--- src/rtl/demux_mux_pkg.sv ---
// demux_mux_pkg: shared channel count, select width and default data width for the 1:4 demux / 4:1 mux pair
package demux_mux_pkg;
  localparam int N_CH = 4;
  localparam int SEL_W = 2;
  localparam int DEF_WIDTH = 3;
endpackage

--- src/rtl/rr_arbiter_4.sv ---
// rr_arbiter_4: combinational 4-way round-robin arbiter, priority starts at ptr and wraps
module rr_arbiter_4
  import demux_mux_pkg::*;
(
  input  logic [N_CH-1:0]  req,
  input  logic [SEL_W-1:0] ptr,
  output logic [N_CH-1:0]  grant,
  output logic [SEL_W-1:0] grant_idx,
  output logic             any
);
  logic [2*N_CH-1:0] dbl;
  logic [N_CH-1:0]   rot;
  logic [SEL_W-1:0]  off;
  // rotate requests so ptr sits at bit 0, pick the first set bit, rotate the index back
  always_comb begin
    dbl = {req, req} >> ptr;
    rot = dbl[N_CH-1:0];
    off = rot[0] ? 2'd0 : rot[1] ? 2'd1 : rot[2] ? 2'd2 : 2'd3;
    any = |req;
    grant_idx = ptr + off;
    grant = any ? ({{(N_CH-1){1'b0}}, 1'b1} << grant_idx) : '0;
  end
endmodule

--- src/rtl/four_one_rr_mux.sv ---
// four_one_rr_mux: merges four valid/ready channels into one tagged, registered stream by round robin
module four_one_rr_mux
  import demux_mux_pkg::*;
#(
  parameter int WIDTH = DEF_WIDTH
) (
  input  logic                  clk,
  input  logic                  rst_n,
  input  logic [N_CH*WIDTH-1:0] in_data,
  input  logic [N_CH-1:0]       in_valid,
  output logic [N_CH-1:0]       in_ready,
  output logic [WIDTH-1:0]      out_data,
  output logic [SEL_W-1:0]      out_sel,
  output logic                  out_valid,
  input  logic                  out_ready
);
  logic [SEL_W-1:0] ptr;
  logic [N_CH-1:0]  grant;
  logic [SEL_W-1:0] grant_idx;
  logic             any;
  logic             can_load;
  rr_arbiter_4 u_arb (
    .req       (in_valid),
    .ptr       (ptr),
    .grant     (grant),
    .grant_idx (grant_idx),
    .any       (any)
  );
  // ready goes only to the granted channel, and only when the output slot is free and out of reset
  always_comb begin
    can_load = !out_valid || out_ready;
    in_ready = (can_load && any && rst_n) ? grant : '0;
  end
  // output register and pointer: load the granted word, drain to empty when idle, hold under backpressure
  always_ff @(posedge clk or negedge rst_n) begin
    if (!rst_n) begin
      out_valid <= 1'b0;
      out_data  <= '0;
      out_sel   <= '0;
      ptr       <= '0;
    end else if (can_load) begin
      out_valid <= any;
      if (any) begin
        out_data <= in_data[grant_idx*WIDTH +: WIDTH];
        out_sel  <= grant_idx;
        ptr      <= grant_idx + 2'd1;
      end
    end
  end
endmodule

--- config.mk ---
export PLATFORM = sky130hd
export DESIGN_NAME = four_one_rr_mux
export DESIGN_NICKNAME = d
export VERILOG_FILES = /design/src/rtl/demux_mux_pkg.sv /design/src/rtl/rr_arbiter_4.sv /design/src/rtl/four_one_rr_mux.sv
export SDC_FILE = /design/constraint.sdc
export NUM_CORES = 1
export LEC_CHECK = 0
export BUFFER_PORTS_ARGS = -buffer_cell sky130_fd_sc_hd__buf_4
export CORE_MARGIN = 10
export CORE_UTILIZATION = 43
export CTS_BUF_LIST = sky130_fd_sc_hd__clkbuf_8
export CTS_CLUSTER_DIAMETER = 120
export DETAILED_ROUTE_END_ITERATION = 8
export GPL_ROUTABILITY_DRIVEN = 0
export PLACE_DENSITY = 0.82
export SYNTH_ARGS = -nofsm -noshare
export SYNTH_HDL_FRONTEND = slang
export SYNTH_HIERARCHICAL = 1
export SYNTH_SLANG_ARGS = --single-unit
--- constraint.sdc ---
create_clock -name clk -period 2.6 [get_ports clk]
set_input_delay 0.26 -clock clk [delete_from_list [all_inputs] [get_ports clk]]
set_output_delay 0.26 -clock clk [all_outputs]
set_load 0.01 [all_outputs]
==> run_results.csv, run 1 <==
group,metric,value,unit
worst_setup_path,startpoint,"ptr[0]$_DFFE_PN0P_",
worst_setup_path,reg2reg_slack,0.14,ns
global_routing,antenna_found_initial,0,
floorplan,die_w,58.37,um
placement,io_buffer_count,28,
worst_setup_path,worstSetupEndpoint,"in_ready[2]",
clocking,clkLatencyLatePin,0.23,ns
clocking,clk_pin_slew,0.04,ns
floorplan,die_y,58.37,um
placement,dp.cells,102,
finish,post-route-util,0.7275,
finish,fin_cells,113,
global_routing,grt_pass1_vias,637,
finish,area_growth,55.14,%
power,ir_worst_vdd,0.0006204,V
clocking,cts_tree,"yes",
global_routing,track_usage,0.1054,
synth,post_synth_num_cell_types,27,
finish,layout_common_cells,"buf_4, dfrtp_1, nor2_1",
floorplan,rows,13,
power,power_density,1171,nW/um2
synth,synthTopCellsByArea,"dfrtp_1, mux4_2, mux2_4",
timing,finalHoldViolCount,0,
global_routing,grt_overflow,0,
worst_setup_path,start_kind,"flip-flop",
outcome,status,"finished clean",
synth,synth_seq_cells,8,
finish,nets,120,
synth,yosysWarnings,6,
worst_setup_path,crit_path_max_fanout,6,
timing,slew_violations,0,
detailed_routing,routedWlPerCell,16.67,um
clocking,htree_num_levels,1,
detailed_routing,via_per_inst,5.354,
worst_setup_path,critPathRequiredTime,2.34,ns
synth,synth.avg_cell_area,10.38,um2
global_routing,grt_max_degree,13,
worst_setup_path,path_class,"flip-flop to output port",
placement,dpl_cell_area,839.6,um2
worst_setup_path,r2r-end,"out_data[2]$_DFFE_PN0P_",
detailed_routing,drt_wl_total,1884,um
synth,synth_top_cell_by_area,"dfrtp_1",
power,p_leak,0.4721,nW
placement,place.detailed.hpwl,1365,um
timing,fmax,0.3923,GHz
worst_setup_path,cp-end-kind,"output port",
worst_setup_path,arrival,2.29,ns
min_path,hold_class,"primary input to async pin",
detailed_routing,drtPass1Iterations,4,
global_routing,grt_pass1_wl,2829,um
synth,syn_area,633.1,um2
timing,max_slew.worst_pin.slew,0.4123,ns
timing,skew,0.003574,ns
finish,n_antenna_cell,0,
synth,ys_seq_area_frac,0.3162,
timing,timing.final.ws_setup,0.05091,ns
floorplan,ios,29,
timing,rsz0062_at_grt,"yes",
floorplan,fp.dieArea,3407,um2
clocking,cts_made_buffers,3,
finish,design_area,982.2,um2
worst_setup_path,worstRegToRegCells,8,
synth,syn-num-nets,81,
detailed_routing,antenna_left,0,
timing,fin_hold_ws,0.4146,ns
finish,drive_gt1_frac,0.5918,
clocking,cts_buffer_depth,2,
job,max_cap_viol_count,0,
clocking,clock-root-buffer,"clkbuf_8",
timing,min_period,2.549,ns
worst_setup_path,r2r-start,"ptr[0]$_DFFE_PN0P_",
detailed_routing,drc,0,
finish,layout_commonest_cell,"buf_4",
floorplan,initial_core_util,0.4690,
detailed_routing,drtIter0Drc,5,
detailed_routing,vias,605,
timing,period_share,0.9804,
clocking,clock_sinks,8,
placement,preCtsSetupSlack,0.02497,ns
timing,slew_headroom,0.7248,
floorplan,fp.coreArea,1350,um2
synth,synthCells,61,
synth,synth_top_area_frac,0.3162,
timing,finalSetupViolCount,0,
-- worst max-delay path: stages, from the launching register on --
cell	delay (ns)
dfrtp_2	0.44
buf_6	0.14
buf_4	0.12
mux2_4	0.29
or4_4	0.49
nand4_4	0.14
and3b_1	0.17
and3_4	0.17
buf_6	0.10
-- power by group --
| group | switching (W) | internal, W | total, W |
|---|---|---|---|
| sequential | 0.0000525 | 0.000186 | 0.000239 |
| combinational | 0.000301 | 0.000460 | 0.000761 |
| clock | 0.0000503 | 0.000100 | 0.000151 |
-- synth_stat cells (all sizes together) --
cell	n
xor2	1
and2b	1
nand2	5
o21ai	5
mux4	3
nor3b	2
nand4	1
and3	4
a21oi	2
nor2b	3
buf	2
nand2b	1
mux2	8
or4	1
o211ai	1
inv	1
dfrtp	8
ha	1
and3b	1
nor3	1
or3	1
or2	1
nor2	7
-- worst min path at each step --
stage / startpoint / depth (start not counted) / to / slack, ns
detailed placement: rst_n / 1 / out_data[2]$_DFFE_PN0P_ / 0.1
CTS: rst_n / 2 / out_data[2]$_DFFE_PN0P_ / 0.39
global route: rst_n / 2 / out_data[0]$_DFFE_PN0P_ / 0.42
floorplan: rst_n / 0 / out_data[0]$_DFFE_PN0P_ / -0.04
global placement: rst_n / 1 / out_data[0]$_DFFE_PN0P_ / 0.09
finish: rst_n / 2 / out_data[0]$_DFFE_PN0P_ / 0.41
-- final cells by class --
type | instances | area [um2]
repair buffers | 36 | 280.3
multi-input cells | 50 | 436.7
well taps | 15 | 18.77
clock buffers | 3 | 41.29
fillers | 98 | 367.9
flip-flops and latches | 8 | 201.4
inverters | 1 | 3.754
-- per-stage QoR --
stage / total power (W) / TNS [ns]
3_3_place_gp: 0.0008228 / 0
2_1_floorplan: 0.0007125 / 0
5_1_grt: 0.001228 / -0.04281
4_1_cts: 0.001087 / 0
6_report: 0.001150 / 0
3_5_place_dp: 0.0008557 / 0
-- flip-flops by register name, summed over array words and instances (netlist names) --
| signal | cells |
|---|---|
| out_data | 3 |
| ptr | 2 |
| out_valid | 1 |
| out_sel | 2 |
-- logic make-up after synthesis --
logic type,count (synthesis),share of synthesized area
AO/OA/AOI/OAI,8,0.06719
XOR/XNOR,1,0.01384
adder cells (fa/ha/maj),1,0.01976
buffers and inverters,3,0.04149
flip-flops,8,0.3162
multiplexers,11,0.2727
AND/OR/NAND/NOR,29,0.2688
-- what timing repair did --
action,in CTS,in global routing
pin swaps,0,6
hold buffers,1,0
gates resized for setup,2,11
setup buffers,4,3
endpoints found under the hold margin,8,0
endpoints found under the setup margin,4,7
-- layer usage --
layer | GRT usage | vias to the layer above | routed length (um)
met2 | 0.1912 | 17 | 1035
met3 | 0.06223 | 2 | 139
met4 | 0.02013 | 0 | 6
li1 | - | 295 | -
met5 | 0 | - | 0
met1 | 0.1001 | 291 | 703
(Power assumes the default switching activity.)
==> inputs of run 2 (changes only) <==
--- a/config.mk
+++ b/config.mk
@@ -7,12 +7,13 @@
 export LEC_CHECK = 0
 export BUFFER_PORTS_ARGS = -buffer_cell sky130_fd_sc_hd__buf_4
 export CORE_MARGIN = 10
-export CORE_UTILIZATION = 43
-export CTS_BUF_LIST = sky130_fd_sc_hd__clkbuf_8
+export CORE_UTILIZATION = 40
+export CTS_BUF_LIST = sky130_fd_sc_hd__clkbuf_16
 export CTS_CLUSTER_DIAMETER = 120
+export CTS_CLUSTER_SIZE = 40
 export DETAILED_ROUTE_END_ITERATION = 8
 export GPL_ROUTABILITY_DRIVEN = 0
-export PLACE_DENSITY = 0.82
+export PLACE_DENSITY = 0.78
 export SYNTH_ARGS = -nofsm -noshare
 export SYNTH_HDL_FRONTEND = slang
 export SYNTH_HIERARCHICAL = 1
==> run_results.csv, run 2 (synthesis gave the netlist of run 1 again) <==
group,metric,value,unit
detailed_routing,drtIter0Drc,7,
global_routing,grt_pass1_vias,638,
timing,period_share,0.9905,
floorplan,fp.dieArea,3574,um2
detailed_routing,vias,608,
power,power_density,1228,nW/um2
finish,post-route-util,0.6877,
floorplan,ios,29,
clocking,clock_sinks,8,
worst_setup_path,worstRegToRegCells,9,
timing,slew_headroom,0.7185,
floorplan,fp.coreArea,1506,um2
timing,rsz0062_at_grt,"yes",
finish,design_area,1036,um2
power,p_leak,0.4945,nW
clocking,cts_tree,"yes",
timing,max_slew.worst_pin.slew,0.4218,ns
clocking,cts_buffer_depth,2,
placement,place.detailed.hpwl,1315,um
detailed_routing,drt_wl_total,1832,um
clocking,clkLatencyLatePin,0.23,ns
global_routing,grt_pass1_wl,2932,um
floorplan,rows,14,
finish,layout_common_cells,"buf_4, dfrtp_1, nand2_1, nor2_1, mux2_4",
timing,skew,0.0005349,ns
timing,finalSetupViolCount,0,
timing,finalHoldViolCount,0,
finish,nets,121,
timing,timing.final.ws_setup,0.02465,ns
worst_setup_path,reg2reg_slack,0.08,ns
finish,fillers,117,
finish,largest_reg_flops,3,
timing,slew_violations,0,
detailed_routing,routedWlPerCell,15.93,um
floorplan,initial_core_util,0.4203,
placement,preCtsSetupSlack,0.07412,ns
clocking,clk_pin_slew,0.04,ns
finish,reg.largest.list,"out_data x3, out_sel x2, ptr x2",
detailed_routing,drc,0,
detailed_routing,via_per_inst,5.287,
power,ir_worst_vdd,0.0006682,V
min_path,hold_class,"primary input to flip-flop",
worst_setup_path,cp-end-kind,"output port",
clocking,clock-root-buffer,"clkbuf_16",
finish,area_growth,63.64,%
global_routing,grt_overflow,0,
finish,drive_gt1_frac,0.6162,
global_routing,grt_max_degree,13,
min_path,hold_depth,4,
finish,regArea,201.4,um2
timing,fmax,0.3883,GHz
finish,multiInputGateArea,444.2,um2
placement,dpl_cell_area,840.8,um2
placement,io_buffer_count,28,
worst_setup_path,path_class,"flip-flop to output port",
detailed_routing,drtPass1Iterations,4,
detailed_routing,antenna_left,0,
finish,n_antenna_cell,0,
clocking,cts_made_buffers,3,
global_routing,antenna_found_initial,0,
outcome,status,"finished clean",
worst_setup_path,critPathRequiredTime,2.34,ns
timing,min_period,2.575,ns
job,max_cap_viol_count,0,
worst_setup_path,start_kind,"flip-flop",
timing,fin_setup_tns,0,ns
worst_setup_path,crit_path_max_fanout,7,
finish,top_register,"out_data",
global_routing,track_usage,0.1063,
floorplan,die_y,59.79,um
worst_setup_path,arrival,2.32,ns
finish,layout_commonest_cell,"buf_4",
clocking,htree_num_levels,1,
floorplan,die_w,59.79,um
## run 2: cell count changes in the layout (fill, tap and decap cells not counted)
cell | previous run | this run
buf_6 | 2 | 3
clkbuf_16 | 0 | 3
clkbuf_8 | 3 | 0
nor2_1 | 6 | 5
nor2_2 | 1 | 2
nor3_1 | 1 | 0
nor3_2 | 0 | 1
## run 2: layout make-up
type / count / area share
Multi-Input combinational cell: 50 / 0.4287
Tap cell: 16 / 0.01932
Clock buffer: 3 / 0.07246
Timing Repair Buffer: 37 / 0.2814
Sequential cell: 8 / 0.1944
Inverter: 1 / 0.003623
## run 2: critical path, stage by stage, from the launching register on
cell and delay, ns:
dfrtp_2 0.44, buf_6 0.15, buf_6 0.11, mux2_4 0.29, or4_4 0.50, nand4_4 0.15, and3b_1 0.17, and3_4 0.18
buf_6 0.10
## run 2: power breakdown
| part | internal, W | total, W | switching [W] | leakage (nW) |
|---|---|---|---|---|
| logic | 0.000480 | 0.000777 | 0.000298 | 0.367 |
| registers | 0.000186 | 0.000240 | 0.0000538 | 0.0904 |
| clock network | 0.000198 | 0.000255 | 0.0000571 | 0.0370 |
## run 2: what timing repair did
action	CTS	global route
gates cloned	0	0
endpoints found under the setup margin	4	4
hold endpoints to repair	8	0
buffers inserted	6	2
gates resized for setup	5	10
hold buffers	1	0
pin swaps	0	7
## run 2: final timing paths
| check | end | start |
|---|---|---|
| worst min register to register | out_sel[1]$_DFFE_PN0P_ | out_sel[1]$_DFFE_PN0P_ |
| worst max-delay path | in_ready[2] | ptr[0]$_DFFE_PN0P_ |
| min in group asynchronous | out_data[2]$_DFFE_PN0P_ | rst_n |
| worst max register to register | out_data[2]$_DFFE_PN0P_ | ptr[0]$_DFFE_PN0P_ |
| max in group asynchronous | ptr[0]$_DFFE_PN0P_ | rst_n |
| worst min-delay path | ptr[0]$_DFFE_PN0P_ | out_ready |
## run 2: metrics by stage
step,total power (W),cells,hold slack [ns]
global route,0.001376,115,0.4376
floorplan,0.0007125,61,-0.03559
global placement,0.0008284,103,0.09554
detailed placement,0.0008493,103,0.09284
finish,0.001273,115,0.4112
CTS,0.001222,113,0.4081
## run 2: routing by layer
layer  vias to the layer above  GRT usage  share of wire
li1                        301          -              -
met1                       289     0.1165           0.39
met2                        14     0.1721           0.53
met3                         4    0.05297          0.062
met4                         0    0.03846          0.011
met5                         -          0              0
==> inputs of run 3 (changes only) <==
--- a/config.mk
+++ b/config.mk
@@ -7,13 +7,13 @@
 export LEC_CHECK = 0
 export BUFFER_PORTS_ARGS = -buffer_cell sky130_fd_sc_hd__buf_4
 export CORE_MARGIN = 10
-export CORE_UTILIZATION = 40
+export CORE_UTILIZATION = 45
 export CTS_BUF_LIST = sky130_fd_sc_hd__clkbuf_16
 export CTS_CLUSTER_DIAMETER = 120
 export CTS_CLUSTER_SIZE = 40
 export DETAILED_ROUTE_END_ITERATION = 8
 export GPL_ROUTABILITY_DRIVEN = 0
-export PLACE_DENSITY = 0.78
+export PLACE_DENSITY = 0.82
 export SYNTH_ARGS = -nofsm -noshare
 export SYNTH_HDL_FRONTEND = slang
 export SYNTH_HIERARCHICAL = 1
==> constraint.sdc (replaced) <==
create_clock -name clk -period 2.54 [get_ports clk]
set_input_delay 0.254 -clock clk [delete_from_list [all_inputs] [get_ports clk]]
set_output_delay 0.254 -clock clk [all_outputs]
set_load 0.01 [all_outputs]
==> run_results.csv, run 3 (synthesis gave the netlist of run 1 again) <==
group,metric,value,unit
finish,area_growth,59.29,%
placement,dpl_cell_area,839.6,um2
timing,slew_violations,0,
worst_setup_path,crit_family,"simple AND/OR/NAND/NOR gates",
timing,finalSetupViolCount,7,
timing,fin_hold_ws,0.4005,ns
finish,layout_commonest_cell,"buf_4",
clocking,clkLatencyLatePin,0.24,ns
finish,fin_cells,111,
worst_setup_path,cp_slowest_cell,"dfrtp_2",
outcome,status,"finished, violations left",
finish,design_area,1008,um2
power,p_leak,0.4827,nW
floorplan,die_w,57.51,um
detailed_routing,drc,0,
worst_setup_path,path_class,"flip-flop to output port",
timing,slew_headroom,0.7208,
timing,min_period,2.692,ns
worst_setup_path,crit_chain,"nor2_1 -> a21oi_1 -> o211ai_1 -> ha_2 -> nand2_1 -> or3_4 -> nand4_4 -> and3b_1 -> and3_1 -> buf_6",
outcome,violations,"negative setup slack",
finish,largest_reg_flops,3,
detailed_routing,drtIter0Drc,9,
power,total_power,0.001294,W
timing,fmax,0.3715,GHz
detailed_routing,drtPass1Iterations,4,
timing,period_share,1.060,
finish,reg.largest.list,"out_data x3, out_sel x2, ptr x2",
global_routing,antenna_found_initial,0,
worst_setup_path,arrival,2.44,ns
placement,place.detailed.hpwl,1401,um
finish,n_antenna_cell,0,
worst_setup_path,startpoint,"ptr[0]$_DFFE_PN0P_",
detailed_routing,drt_wl_total,2136,um
detailed_routing,antenna_left,0,
finish,top_register,"out_data",
timing,max_slew.worst_pin.slew,0.4183,ns
timing,timing.final.ws_setup,-0.1518,ns
timing,finalHoldViolCount,0,
detailed_routing,vias,636,
floorplan,ios,29,
timing,rsz0062_at_grt,"yes",
worst_setup_path,start_kind,"flip-flop",
power,ir_worst_vdd,0.0006493,V
placement,io_buffer_count,28,
worst_setup_path,crit_buf_inv,1,
detailed_routing,via_per_inst,5.730,
clocking,clock-root-buffer,"clkbuf_16",
timing,fin_setup_tns,-0.5163,ns
clocking,htree_num_levels,1,
floorplan,rows,13,
global_routing,grt_max_degree,13,
clocking,cts_buffer_depth,2,
floorplan,die_y,57.51,um
floorplan,fp.coreArea,1318,um2
placement,dp.cells,102,
global_routing,grt_pass1_wl,2939,um
finish,nets,118,
clocking,cts_made_buffers,3,
finish,regArea,201.4,um2
worst_setup_path,critPathRequiredTime,2.29,ns
finish,multiInputGateArea,440.4,um2
worst_setup_path,cp-end-kind,"output port",
finish,fillers,90,
power,power_density,1283,nW/um2
worst_setup_path,cp_slowest_stage_delay,0.44,ns
min_path,hold_class,"primary input to async pin",
floorplan,fp.dieArea,3307,um2
global_routing,grt_overflow,0,
finish,drive_gt1_frac,0.5938,
clocking,clock_sinks,8,
worst_setup_path,r2r-start,"ptr[0]$_DFFE_PN0P_",
timing,skew,0.003260,ns
global_routing,track_usage,0.1159,
clocking,cts_tree,"yes",
detailed_routing,routedWlPerCell,19.24,um
global_routing,grt_pass1_vias,639,
worst_setup_path,crit_path_max_fanout,7,
floorplan,initial_core_util,0.4805,
job,max_cap_viol_count,0,
finish,layout_common_cells,"buf_4, dfrtp_1, nor2_1",
clocking,clk_pin_slew,0.04,ns
## run 3: through the flow
stage | setup WS, ns | util
after CTS | 0.002994 | 0.7284
after global placement | 0.08836 | 0.6372
after global routing | -0.1949 | 0.7654
after floorplan | 0.1652 | -
after detailed placement | 0.006187 | 0.6372
final | -0.1518 | 0.7654
## run 3: repair_timing
action / 4_1_cts / 5_1_grt
resized for setup: 3 / 12
hold endpoints to repair: 8 / 0
setup buffers: 3 / 2
pin swaps: 0 / 6
hold buffers: 1 / 0
setup endpoints to repair: 4 / 7
## run 3: layout make-up
type | count | area share
clock buffers | 3 | 0.07444
inverters | 1 | 0.003722
multi-input cells | 50 | 0.4367
flip-flops and latches | 8 | 0.1998
well taps | 15 | 0.01861
repair buffers | 34 | 0.2667
## run 3: path summary, 6_finish.rpt
check | end | slack, ns | depth (start not counted)
max | in_ready[2] | -0.15 | 10
min in group clk | ptr[0]$_DFFE_PN0P_ | 0.41 | 4
max in group asynchronous | ptr[0]$_DFFE_PN0P_ | 1.98 | 2
min | out_data[2]$_DFFE_PN0P_ | 0.40 | 2
min reg2reg | out_sel[0]$_DFFE_PN0P_ | 0.51 | 1
max reg2reg | out_data[1]$_DFFE_PN0P_ | -0.06 | 10
## run 3: power breakdown
part	switching, W	leakage, nW	internal (W)	total [W]
Clock	0.0000650	0.0370	0.000203	0.000268
Sequential	0.0000584	0.0904	0.000191	0.000249
Combinational	0.000321	0.355	0.000456	0.000776
Total	0.000444	0.483	0.000850	0.00129
## run 3: per-layer routing
metal | track usage | vias to the layer above | routed length (um)
li1 | - | 294 | -
met1 | 0.09826 | 315 | 697
met2 | 0.2224 | 23 | 1286
met3 | 0.04425 | 4 | 105
met4 | 0.06376 | 0 | 46
met5 | 0 | - | 0
